==> src/rtl/z80_bus_master.sv <==
// Z80-style bus initiator: turns a REQ/ACK command into T-state-accurate memory,
// I/O and M1+refresh bus cycles, honouring WAIT_N and granting the bus on BUSRQ_N.
module z80_bus_master #(
  parameter int IO_AUTO_WAIT = 1,
  parameter int WAIT_TIMEOUT = 0
) (
  input  logic        B_PHI,
  input  logic        RST,
  input  logic        REQ,
  input  logic [2:0]  REQ_TYPE,
  input  logic [15:0] REQ_ADDR,
  input  logic [7:0]  REQ_WDATA,
  output logic        BUSY,
  output logic        ACK,
  output logic        ERR,
  output logic [7:0]  RDATA,
  output logic [15:0] BA,
  output logic [7:0]  BD_OUT,
  output logic        BD_OE,
  input  logic [7:0]  BD_IN,
  output logic        BMREQ_N,
  output logic        IORQ_N,
  output logic        BRD_N,
  output logic        N_BWR,
  output logic        BM1_N,
  output logic        BRFSH_N,
  output logic        BUS_OE,
  input  logic        WAIT_N,
  input  logic        BUSRQ_N,
  output logic        BUSAK_N
);
  typedef enum logic [3:0] {
    S_IDLE, S_T1, S_T2, S_TWA, S_TW, S_T3, S_T4, S_DONE, S_BREL
  } state_t;

  localparam logic [2:0]  TY_MEMRD = 3'd0;
  localparam logic [2:0]  TY_MEMWR = 3'd1;
  localparam logic [2:0]  TY_IORD  = 3'd2;
  localparam logic [2:0]  TY_IOWR  = 3'd3;
  localparam logic [2:0]  TY_FETCH = 3'd4;
  localparam logic [1:0]  TWA_LAST = 2'(IO_AUTO_WAIT);
  localparam logic [15:0] TW_LIMIT = 16'(WAIT_TIMEOUT);

  state_t      state_q, state_d;
  logic [2:0]  type_q, type_d;
  logic [15:0] addr_q, addr_d;
  logic [7:0]  wdata_q, wdata_d;
  logic [6:0]  r_q, r_d;
  logic [1:0]  twa_cnt_q, twa_cnt_d;
  logic [15:0] tw_cnt_q, tw_cnt_d;
  logic        tmo_q, tmo_d;
  logic [7:0]  rdata_q, rdata_d;
  logic [15:0] ba_q, ba_d;
  logic [7:0]  bd_out_q, bd_out_d;
  logic        bd_oe_q, bd_oe_d, busy_q, busy_d, ack_q, ack_d, err_q, err_d;
  logic        mreq_n_q, mreq_n_d, iorq_n_q, iorq_n_d, rd_n_q, rd_n_d;
  logic        wr_n_q, wr_n_d, m1_n_q, m1_n_d, rfsh_n_q, rfsh_n_d;
  logic        bus_oe_q, bus_oe_d, busak_n_q, busak_n_d;
  logic        sample_wait, go_t3;

  logic q_io, q_fetch, q_rd, d_mem, d_wr, d_fetch;
  assign q_io    = (type_q == TY_IORD) || (type_q == TY_IOWR);
  assign q_fetch = (type_q == TY_FETCH);
  assign q_rd    = (type_q == TY_MEMRD) || (type_q == TY_IORD);
  assign d_mem   = (type_d == TY_MEMRD) || (type_d == TY_MEMWR);
  assign d_wr    = (type_d == TY_MEMWR) || (type_d == TY_IOWR);
  assign d_fetch = (type_d == TY_FETCH);

  // Sequencing: next state, captured command, wait/timeout counters, read data.
  always_comb begin
    // NOTE: every variable gets a default before the case so no path infers a latch.
    state_d     = state_q;
    type_d      = type_q;
    addr_d      = addr_q;
    wdata_d     = wdata_q;
    r_d         = r_q;
    twa_cnt_d   = twa_cnt_q;
    tw_cnt_d    = tw_cnt_q;
    tmo_d       = tmo_q;
    rdata_d     = rdata_q;
    sample_wait = 1'b0;
    go_t3       = 1'b0;
    case (state_q)
      S_IDLE, S_DONE: begin
        if (!BUSRQ_N) begin
          state_d = S_BREL;
        end else if (REQ) begin
          type_d  = REQ_TYPE;
          addr_d  = REQ_ADDR;
          wdata_d = REQ_WDATA;
          tmo_d   = 1'b0;
          state_d = (REQ_TYPE > TY_FETCH) ? S_DONE : S_T1;
        end else begin
          state_d = S_IDLE;
        end
      end
      S_T1: state_d = S_T2;
      S_T2: begin
        if (q_io && (IO_AUTO_WAIT > 0)) begin
          state_d   = S_TWA;
          twa_cnt_d = 2'd1;
        end else begin
          sample_wait = 1'b1;
        end
      end
      S_TWA: begin
        if (twa_cnt_q == TWA_LAST) sample_wait = 1'b1;
        else                       twa_cnt_d = twa_cnt_q + 2'd1;
      end
      S_TW: begin
        if (!WAIT_N && ((TW_LIMIT == 16'd0) || (tw_cnt_q != TW_LIMIT))) begin
          tw_cnt_d = tw_cnt_q + 16'd1;
        end else begin
          if (!WAIT_N) tmo_d = 1'b1;
          go_t3 = 1'b1;
        end
      end
      S_T3: begin
        if (q_rd) rdata_d = BD_IN;
        state_d = q_fetch ? S_T4 : S_DONE;
      end
      S_T4: begin
        r_d     = r_q + 7'd1;
        state_d = S_DONE;
      end
      S_BREL:  state_d = BUSRQ_N ? S_IDLE : S_BREL;
      default: state_d = S_IDLE;
    endcase
    if (sample_wait) begin
      if (!WAIT_N) begin
        state_d  = S_TW;
        tw_cnt_d = 16'd1;
      end else begin
        go_t3 = 1'b1;
      end
    end
    // The opcode is latched as the fetch leaves its read phase, before refresh.
    if (go_t3) begin
      state_d = S_T3;
      if (q_fetch) rdata_d = BD_IN;
    end
  end

  // Bus outputs are a function of the state being entered, so they register cleanly.
  always_comb begin
    ba_d      = ba_q;
    bd_out_d  = bd_out_q;
    bd_oe_d   = 1'b0;
    mreq_n_d  = 1'b1;
    iorq_n_d  = 1'b1;
    rd_n_d    = 1'b1;
    wr_n_d    = 1'b1;
    m1_n_d    = 1'b1;
    rfsh_n_d  = 1'b1;
    bus_oe_d  = 1'b1;
    busak_n_d = 1'b1;
    busy_d    = 1'b0;
    ack_d     = 1'b0;
    err_d     = 1'b0;
    case (state_d)
      S_T1: begin
        busy_d = 1'b1;
        ba_d   = addr_d;
        m1_n_d = !d_fetch;
        if (d_wr) begin
          bd_out_d = wdata_d;
          bd_oe_d  = 1'b1;
        end
      end
      S_T2, S_TWA, S_TW, S_T3: begin
        busy_d = 1'b1;
        if (!d_fetch) begin
          mreq_n_d = !d_mem;
          iorq_n_d = d_mem;
          rd_n_d   = d_wr;
          wr_n_d   = !d_wr;
          bd_oe_d  = d_wr;
        end else if (state_d == S_T3) begin
          rfsh_n_d = 1'b0;
          mreq_n_d = 1'b0;
          ba_d     = {9'b0, r_q};
        end else begin
          m1_n_d   = 1'b0;
          mreq_n_d = 1'b0;
          rd_n_d   = 1'b0;
        end
      end
      S_T4: begin
        busy_d   = 1'b1;
        rfsh_n_d = 1'b0;
        mreq_n_d = 1'b0;
        ba_d     = {9'b0, r_q};
      end
      S_DONE: begin
        busy_d = 1'b1;
        ack_d  = 1'b1;
        err_d  = tmo_d || (type_d > TY_FETCH);
      end
      S_BREL: begin
        bus_oe_d  = 1'b0;
        busak_n_d = 1'b0;
      end
      default: ;
    endcase
  end

  // NOTE: sequential state uses <= so every flop samples pre-edge values in any statement order.
  always_ff @(posedge B_PHI or posedge RST) begin
    if (RST) begin
      state_q   <= S_IDLE;
      type_q    <= 3'd0;
      addr_q    <= 16'd0;
      wdata_q   <= 8'd0;
      r_q       <= 7'd0;
      twa_cnt_q <= 2'd0;
      tw_cnt_q  <= 16'd0;
      tmo_q     <= 1'b0;
      rdata_q   <= 8'd0;
      ba_q      <= 16'd0;
      bd_out_q  <= 8'd0;
      bd_oe_q   <= 1'b0;
      mreq_n_q  <= 1'b1;
      iorq_n_q  <= 1'b1;
      rd_n_q    <= 1'b1;
      wr_n_q    <= 1'b1;
      m1_n_q    <= 1'b1;
      rfsh_n_q  <= 1'b1;
      bus_oe_q  <= 1'b1;
      busak_n_q <= 1'b1;
      busy_q    <= 1'b0;
      ack_q     <= 1'b0;
      err_q     <= 1'b0;
    end else begin
      state_q   <= state_d;
      type_q    <= type_d;
      addr_q    <= addr_d;
      wdata_q   <= wdata_d;
      r_q       <= r_d;
      twa_cnt_q <= twa_cnt_d;
      tw_cnt_q  <= tw_cnt_d;
      tmo_q     <= tmo_d;
      rdata_q   <= rdata_d;
      ba_q      <= ba_d;
      bd_out_q  <= bd_out_d;
      bd_oe_q   <= bd_oe_d;
      mreq_n_q  <= mreq_n_d;
      iorq_n_q  <= iorq_n_d;
      rd_n_q    <= rd_n_d;
      wr_n_q    <= wr_n_d;
      m1_n_q    <= m1_n_d;
      rfsh_n_q  <= rfsh_n_d;
      bus_oe_q  <= bus_oe_d;
      busak_n_q <= busak_n_d;
      busy_q    <= busy_d;
      ack_q     <= ack_d;
      err_q     <= err_d;
    end
  end

  assign BUSY    = busy_q;
  assign ACK     = ack_q;
  assign ERR     = err_q;
  assign RDATA   = rdata_q;
  assign BA      = ba_q;
  assign BD_OUT  = bd_out_q;
  assign BD_OE   = bd_oe_q;
  assign BMREQ_N = mreq_n_q;
  assign IORQ_N  = iorq_n_q;
  assign BRD_N   = rd_n_q;
  assign N_BWR   = wr_n_q;
  assign BM1_N   = m1_n_q;
  assign BRFSH_N = rfsh_n_q;
  assign BUS_OE  = bus_oe_q;
  assign BUSAK_N = busak_n_q;
endmodule

==> config.mk <==
export PLATFORM = sky130hd
export DESIGN_NAME = z80_bus_master
export DESIGN_NICKNAME = d
export VERILOG_FILES = /design/src/rtl/z80_bus_master.sv
export SDC_FILE = /design/constraint.sdc
export NUM_CORES = 1
export LEC_CHECK = 0
export ABC_AREA = 0
export BUFFER_PORTS_ARGS = -buffer_cell sky130_fd_sc_hd__buf_2
export CAP_MARGIN = 20
export CORE_MARGIN = 4
export CORE_UTILIZATION = 45
export CTS_BUF_LIST = sky130_fd_sc_hd__clkbuf_8
export CTS_CLUSTER_SIZE = 30
export DETAILED_ROUTE_END_ITERATION = 6
export PLACE_DENSITY = 0.69
export SLEW_MARGIN = 20
export SYNTH_ARGS = -nofsm -noshare
export SYNTH_HDL_FRONTEND = slang
export SYNTH_SLANG_ARGS = --single-unit
==> constraint.sdc <==
create_clock -name B_PHI -period 4.7 [get_ports B_PHI]
set_input_delay 0.235 -clock B_PHI [delete_from_list [all_inputs] [get_ports B_PHI]]
set_output_delay 0.235 -clock B_PHI [all_outputs]
set_load 0.1 [all_outputs]
==> flow_summary.json, run 1 <==
{
  "fmax_mhz": 334.7,
  "drc": 0,
  "final_hold_viol_count": 0,
  "worstPathArrival_ns": 3.23,
  "fillers": 700,
  "end_kind": "flop",
  "fin_util_pct": 55.48,
  "min_path_type": "in2reg",
  "area_delta_synth_final_pct": 19.25,
  "synth_fa_ha_area_share_pct": 0.6925,
  "slew_headroom_pct": 31.63,
  "rows": 32,
  "start_kind": "flop",
  "ys_seq_area_share_pct": 58.41,
  "ys_ff_latch": 84,
  "hold_path_depth": 2,
  "syn_avg_cell_area_um2": 13.43,
  "layout-drive-gt1-share_pct": 45.10,
  "dpl_cell_area_um2": 4113,
  "synthTopCellsByArea": "dfrtp_1 53%, mux2_2 13%, dfstp_2 5.1%, a32o_1 2.5%, a21oi_1 2.2%",
  "synth_compound_area_share_pct": 12.81,
  "grt_max_degree": 44,
  "wirelength_um": 7873,
  "status": "finished, final reports clean",
  "clock_latency_ns": 0.36,
  "layout.cells.non_filler": 459,
  "yosysTopAreaCell": "dfrtp_1",
  "hp-start": "BD_IN[4]",
  "cp.required_ns": 4.94,
  "grt_pass1_wl_um": 13050,
  "grt_pass1_vias": 2558,
  "place_hpwl_um": 5586,
  "yosys.area_share.xor_xnor_pct": 1.697,
  "clk_pin_slew_ns": 0.09,
  "slowest_delay_ns": 0.88,
  "grt-ovfl-total": 0,
  "cts.path.max_buffers": 2,
  "synthDistinctLibCells": 52,
  "dr.first_iter.drc_count": 113,
  "initial_core_util_pct": 46.52,
  "final_cell_area_um2": 4309,
  "antenna_found_initial": 0,
  "post_synth_mux_area_share_pct": 14.30,
  "root_buffer": "clkbuf_8",
  "syn_nets": 311,
  "viasPerCell": 5.458,
  "wl_per_cell_um": 17.15,
  "io_pins": 84,
  "r2r_cells": 5,
  "synthArstFlopShare_pct": 100.0,
  "synth.most_common_cell": "dfrtp_1",
  "synth_top_area_share_pct": 53.32,
  "worstReg2RegStart": "state_q[0]",
  "skew_ns": 0.01711,
  "syn_area_um2": 3613,
  "synth_top_family_by_area": "multiplexers",
  "cts_inserted_buffers": 9,
  "ys.flop_type": "dfrtp_1",
  "routabilityCongestion": 0.8704,
  "dieHeight_um": 97.61,
  "yosys_warnings": 0,
  "setup-tns-final_ns": 0,
  "slew_violations": 0,
  "worst-path-stages": 5,
  "vias": 2505,
  "finalCriticalPeriod_ns": 2.988,
  "reg2reg_slack_ns": 1.71,
  "worstMarginPinSlew_ns": 1.022,
  "numPortBuffers": 83,
  "cts.sink_count": 84,
  "min_to": "RDATA[4]",
  "drv_cap": 0,
  "slowest_stage": "a211oi_4",
  "cp_num_buf_inv": 1,
  "register_area_um2": 2111,
  "r2r_end": "BA[15]",
  "n_antenna_cell": 0,
  "setup_viol": 0,
  "synth-simple-area-share_pct": 9.349,
  "multiInputGateArea_um2": 1416,
  "core_um2": 7767,
  "synth_common_cells": "77 x dfrtp_1, 41 x mux2_2, 16 x a21oi_1",
  "cp_cell_sequence": "or3_4, a211oi_4, buf_4, mux2_2, a32o_1",
  "rsz0062_at_grt": "false",
  "die_w_um": 97.61,
  "nNetsFinal": 394,
  "synth_edf_count": 0,
  "h-tree-depth": 3,
  "dpl.cell_count": 442,
  "synthCells": 269,
  "fin_crit_sh_pct": 63.57,
  "antenna_left": 0,
  "firstDrtPassIters": 4,
  "die_area_um2": 9528,
  "postCtsResizedCells": 0,
  "grt_usage_pct": 17.13,
  "path_delay_family": "compound AO/OA/AOI/OAI gates",
  "cts_tree": "done",
  "crit_fanout": 20,
  "critPathKind": "reg2reg"
}
metal layers:
layer,share of wire [%],vias up,track usage [%]
met4,1.6,0,6.496
met1,44,1252,23.14
li1,-,1160,-
met3,7.5,13,5.671
met5,0,-,0
met2,47,80,25.67
stage by stage:
step / hold WS, ns / setup WS (ns)
after floorplan: 0.3380 / 2.311
after global placement: 0.3624 / 1.763
after detailed placement: 0.3700 / 1.721
after CTS: 0.07988 / 1.707
after global routing: 0.07568 / 1.509
final: 0.09708 / 1.712
final cells by class:
| class | instances | area share [%] |
|---|---|---|
| multi-input combinational | 165 | 32.87 |
| sequential | 84 | 48.98 |
| clock buffer | 10 | 3.194 |
| clock inverter | 6 | 1.132 |
| timing repair buffer | 87 | 10.39 |
| tap | 102 | 2.962 |
| inverter | 5 | 0.4646 |
placed cells by master (no fill, tap or decap), types with 2 or more instances in the layout:
master      count
nor2_1         11
o211ai_1        2
a32o_1          9
o2bb2ai_1       9
o21bai_1        3
dfrtp_1        77
nand2_1         8
nor3b_1         5
mux2_1          4
inv_1           3
nor2b_1         2
xnor2_1         6
ha_1            2
nand2b_1        5
mux2_2         41
a21oi_1        16
clkinv_4        2
buf_2          83
clkinvlp_4      3
clkbuf_8       10
nor4_1          2
nand4_1         5
dfstp_2         7
buf_4           3
o32ai_1         7
a211oi_4        2
nand3_1         2
registers in the layout, indices dropped and copies added, names as in the netlist, 2 cells and up:
register,flops
addr_q,16
twa_cnt_q,2
state_q,4
BA,16
type_q,3
RDATA,8
wdata_q,8
BD_OUT,8
r_q,7
worst max path at each step:
stage | start | endpoint | slack (ns)
finish | state_q[0] | BA[15] | 1.71
global placement | state_q[0] | BA[15] | 1.76
floorplan | RST | ACK | 2.31
CTS | state_q[0] | BA[15] | 1.71
detailed placement | state_q[0] | BA[15] | 1.72
global route | state_q[0] | BA[15] | 1.51
cell families (layout without fill, tap and decap cells):
| logic type | Yosys count | in the layout |
|---|---|---|
| AOI/OAI and AO/OA | 56 | 56 |
| xor gates and xnor gates | 7 | 7 |
| adders and majority gates | 2 | 2 |
| buffers and inverters | 20 | 108 |
| DFF | 84 | 84 |
| muxes | 46 | 46 |
| and+or+nand+nor | 54 | 54 |
what timing repair did:
item | 4_1_cts | 5_1_grt
hold endpoints to repair | 36 | 0
buffers inserted | 0 | 0
hold buffers | 1 | 0
setup endpoints to repair | 0 | 0
Power of run 1 is left out: the tool's default activity adds up to more than one toggle a clock period on the data nets, which glitch-free logic cannot reach.
==> run 2, diff against run 1 <==
--- a/config.mk
+++ b/config.mk
@@ -13,7 +13,7 @@
 export CTS_BUF_LIST = sky130_fd_sc_hd__clkbuf_8
 export CTS_CLUSTER_SIZE = 30
 export DETAILED_ROUTE_END_ITERATION = 6
-export PLACE_DENSITY = 0.69
+export PLACE_DENSITY = 0.71
 export SLEW_MARGIN = 20
 export SYNTH_ARGS = -nofsm -noshare
 export SYNTH_HDL_FRONTEND = slang
==> constraint.sdc (replaced) <==
create_clock -name B_PHI -period 2.44 [get_ports B_PHI]
set_input_delay 0.122 -clock B_PHI [delete_from_list [all_inputs] [get_ports B_PHI]]
set_output_delay 0.122 -clock B_PHI [all_outputs]
set_load 0.1 [all_outputs]
==> flow_summary.json, run 2 (synthesized netlist as in run 1, its figures left out) <==
{
  "status": "finished, final reports clean",
  "dpl_cell_area_um2": 4269,
  "slew_headroom_pct": 51.86,
  "core_um2": 7767,
  "place_hpwl_um": 5791,
  "layout_commonest_cell": "buf_2",
  "drc": 0,
  "cts_tree": "done",
  "grt-ovfl-total": 0,
  "nNetsFinal": 418,
  "finalCriticalPeriod_ns": 2.429,
  "clk_pin_slew_ns": 0.08,
  "vias": 2615,
  "grt_use_met3_pct": 5.025,
  "viasPerCell": 5.414,
  "cts.sink_count": 84,
  "hold_ws_ns": 0.02283,
  "cp-endpoint": "BA[3]",
  "start_kind": "flop",
  "fillers": 649,
  "firstDrtPassIters": 4,
  "grt_usage_pct": 18.00,
  "grt_max_degree": 45,
  "clock_latency_ns": 0.34,
  "antenna_found_initial": 0,
  "reg2reg_slack_ns": 0.01,
  "worstReg2RegStart": "twa_cnt_q[0]",
  "crit_fanout": 8,
  "initial_core_util_pct": 46.52,
  "drv_cap": 0,
  "antenna_left": 0,
  "worstMarginPinSlew_ns": 0.7213,
  "final_cell_area_um2": 4627,
  "rows": 32,
  "r2r_cells": 8,
  "dieHeight_um": 97.61,
  "end_kind": "flop",
  "cts.path.max_buffers": 2,
  "cp-startpoint": "twa_cnt_q[0]",
  "layout-drive-gt1-share_pct": 48.82,
  "use_met2_pct": 28.15,
  "cp.required_ns": 2.67,
  "fin_crit_sh_pct": 99.55,
  "wirelength_um": 8339,
  "setup_viol": 0,
  "n_antenna_cell": 0,
  "grt.met1_usage_pct": 24.26,
  "routabilityCongestion": 0.9465,
  "fmax_mhz": 411.7,
  "die_w_um": 97.61,
  "critPathKind": "reg2reg",
  "numPortBuffers": 83,
  "final_hold_viol_count": 0,
  "grt_pass1_vias": 2722,
  "h-tree-depth": 3,
  "r2r_end": "BA[3]",
  "slew_violations": 0,
  "io_pins": 84,
  "skew_ns": 0.007642,
  "root_buffer": "clkbuf_8",
  "layout_common_cells": "83 x buf_2, 77 x dfrtp_1, 41 x mux2_2",
  "min_path_type": "in2reg",
  "worstPathArrival_ns": 2.65,
  "cts_inserted_buffers": 9,
  "area_delta_synth_final_pct": 28.05,
  "wl_per_cell_um": 17.27,
  "die_area_um2": 9528,
  "dr.first_iter.drc_count": 127,
  "busiest_layer": "met2",
  "grt_pass1_wl_um": 13720
}
==> run 2: area by class of cell <==
cell class                      count  area, um2  area share (%)
Sequential cell                    84       2111           45.62
Timing Repair Buffer              111      674.4           14.58
Multi-Input combinational cell    165       1485           32.10
Clock buffer                        9      123.9           2.677
Clock inverter                      7      85.08           1.839
Inverter                            5      20.02          0.4327
Tap cell                          102      127.6           2.758
==> run 2: worst min-delay path by stage <==
stage                 startpoint          to  slack [ns]  cells after the start
global route            BD_IN[0]    RDATA[0]       0.004                      2
CTS                  REQ_ADDR[7]   addr_q[7]       0.008                      2
global placement             RST  wdata_q[7]        0.25                      2
detailed placement           RST  wdata_q[7]        0.26                      2
finish              REQ_WDATA[0]  wdata_q[0]        0.02                      2
floorplan                BUSRQ_N  state_q[3]        0.22                      1
==> run 2: worst max-delay path: stages (launching register included) <==
cell	delay [ns]
dfrtp_1	0.40
ha_1	0.21
nand2b_1	0.16
nor4bb_2	0.19
or4_1	0.60
nand4_4	0.13
inv_1	0.14
o32ai_1	0.38
o2bb2ai_1	0.10
==> run 2: per-stage QoR <==
step	instances	utilization, %	setup slack [ns]	setup TNS (ns)
global route	483	59.57	-0.04671	-0.09163
finish	483	59.57	0.01091	0
floorplan	269	-	0.07945	0
detailed placement	457	54.96	0.03542	0
CTS	481	58.68	0.02159	0
global placement	457	54.96	0.1137	0
==> run 2: repair_timing <==
| action | CTS | global route |
|---|---|---|
| gates resized for setup | 0 | 12 |
| hold endpoints to repair | 40 | 0 |
| setup buffers | 0 | 3 |
| hold buffers | 8 | 0 |
| setup endpoints to repair | 0 | 27 |
==> run 2: routing by layer <==
layer	vias up	routed length, um
met5	-	0
li1	1207	-
met4	0	145
met2	79	4026
met3	13	429
met1	1316	3738
Power of run 2 is left out for the same reason.
==> run 3, diff against run 2 <==
--- a/config.mk
+++ b/config.mk
@@ -6,14 +6,14 @@
 export NUM_CORES = 1
 export LEC_CHECK = 0
 export ABC_AREA = 0
-export BUFFER_PORTS_ARGS = -buffer_cell sky130_fd_sc_hd__buf_2
 export CAP_MARGIN = 20
 export CORE_MARGIN = 4
 export CORE_UTILIZATION = 45
 export CTS_BUF_LIST = sky130_fd_sc_hd__clkbuf_8
 export CTS_CLUSTER_SIZE = 30
 export DETAILED_ROUTE_END_ITERATION = 6
-export PLACE_DENSITY = 0.71
+export DONT_BUFFER_PORTS = 1
+export MAX_ROUTING_LAYER = met4
 export SLEW_MARGIN = 20
 export SYNTH_ARGS = -nofsm -noshare
 export SYNTH_HDL_FRONTEND = slang
==> flow_summary.json, run 3 (synthesized netlist as in run 1, its figures left out) <==
{
  "routabilityCongestion": 0.8476,
  "worstPathArrival_ns": 2.63,
  "reg2reg_slack_ns": 0.07,
  "firstDrtPassIters": 4,
  "nNetsFinal": 372,
  "io_pins": 84,
  "critPathKind": "reg2reg",
  "grt_pass1_vias": 2593,
  "wl_per_cell_um": 18.54,
  "layout_common_cells": "75 x dfrtp_1, 41 x mux2_2, 38 x dlygate4sd3_1",
  "cp.required_ns": 2.70,
  "rsz0062_at_grt": "true",
  "layout_commonest_cell": "dfrtp_1",
  "grt_pass1_wl_um": 13460,
  "wirelength_um": 8102,
  "clk_pin_slew_ns": 0.08,
  "worst-path-stages": 8,
  "grt-ovfl-total": 0,
  "finalCriticalPeriod_ns": 2.369,
  "rows": 32,
  "layout_setup_ws_ns": 0.07117,
  "antenna_found_initial": 0,
  "core_um2": 7767,
  "fin_crit_sh_pct": 97.08,
  "end_kind": "flop",
  "cp_num_buf_inv": 2,
  "hold_path_depth": 2,
  "setup_viol": 0,
  "path_delay_family": "compound AO/OA/AOI/OAI gates",
  "final_cell_area_um2": 4583,
  "dieHeight_um": 97.61,
  "slowest_delay_ns": 0.45,
  "dpl_cell_area_um2": 3934,
  "dr.first_iter.drc_count": 78,
  "cts_inserted_buffers": 9,
  "initial_core_util_pct": 46.52,
  "antenna_left": 0,
  "numPortBuffers": 0,
  "cts_tree": "done",
  "place_ws_ns": 0.06363,
  "h-tree-depth": 3,
  "min_path_type": "in2reg",
  "area_delta_synth_final_pct": 26.84,
  "grt_max_degree": 51,
  "cts.path.max_buffers": 2,
  "place_hpwl_um": 5521,
  "grt_usage_pct": 18.17,
  "status": "finished, final reports clean",
  "viasPerCell": 5.586,
  "r2r_cells": 8,
  "n_antenna_cell": 0,
  "cp_cell_sequence": "or3_4, a2111oi_4, buf_4, or4_1, nand4_4, inv_1, o32ai_1, o2bb2ai_1",
  "crit_fanout": 8,
  "worstMarginPinSlew_ns": 0.9643,
  "cts.sink_count": 84,
  "vias": 2441,
  "die_area_um2": 9528,
  "skew_ns": 0.01085,
  "slew_violations": 0,
  "final_hold_viol_count": 0,
  "layout-drive-gt1-share_pct": 34.33,
  "drv_cap": 0,
  "die_w_um": 97.61,
  "drc": 0,
  "clock_latency_ns": 0.35,
  "fmax_mhz": 422.2,
  "root_buffer": "clkbuf_8",
  "post_cts_buffers": 0,
  "fillers": 652,
  "slowest_stage": "dfrtp_2",
  "start_kind": "flop",
  "slew_headroom_pct": 35.86
}
run 3: path summary, 6_finish.rpt:
kind,to,start
setup / recovery,BA[1],state_q[1]
min in group asynchronous,addr_q[13],RST
hold / removal,BRD_N,WAIT_N
hold reg to reg,r_q[6],r_q[6]
max in group asynchronous,IORQ_N,RST
setup reg to reg,BA[1],state_q[1]
run 3: final cells by class:
class,instances,area [um2],share of cell area [%]
repair buffers,65,633.1,13.81
inverters,5,20.02,0.4368
flip-flops and latches,84,2113,46.11
clock inverters,5,58.81,1.283
clock buffers,11,151.4,3.303
well taps,102,127.6,2.785
multi-input cells,165,1479,32.27
run 3: routing by layer:
| metal | up-vias | GRT usage [%] | share of wire, % |
|---|---|---|---|
| met5 | - | - | 0 |
| met1 | 1231 | 24.29 | 45 |
| met2 | 82 | 27.57 | 48 |
| met3 | 8 | 3.733 | 5.6 |
| li1 | 1120 | - | - |
| met4 | 0 | 6.603 | 1.1 |
run 3: metrics by stage:
| step | hold slack [ns] | TNS [ns] | utilization [%] | std cells |
|---|---|---|---|---|
| after floorplan | 0.2250 | 0 | - | 269 |
| after global placement | 0.09634 | 0 | 50.64 | 383 |
| after detailed placement | 0.09085 | 0 | 50.64 | 383 |
| after CTS | 0.04148 | 0 | 58.25 | 437 |
| after global routing | 0.04644 | -0.1664 | 59.00 | 437 |
| final | 0.05300 | 0 | 59.00 | 437 |
run 3: repair_timing:
item | CTS | global route
endpoints found under the hold margin | 72 | 0
endpoints found under the setup margin | 0 | 18
gates resized for setup | 0 | 13
hold buffers | 38 | 0
Power of run 3 is left out for the same reason.
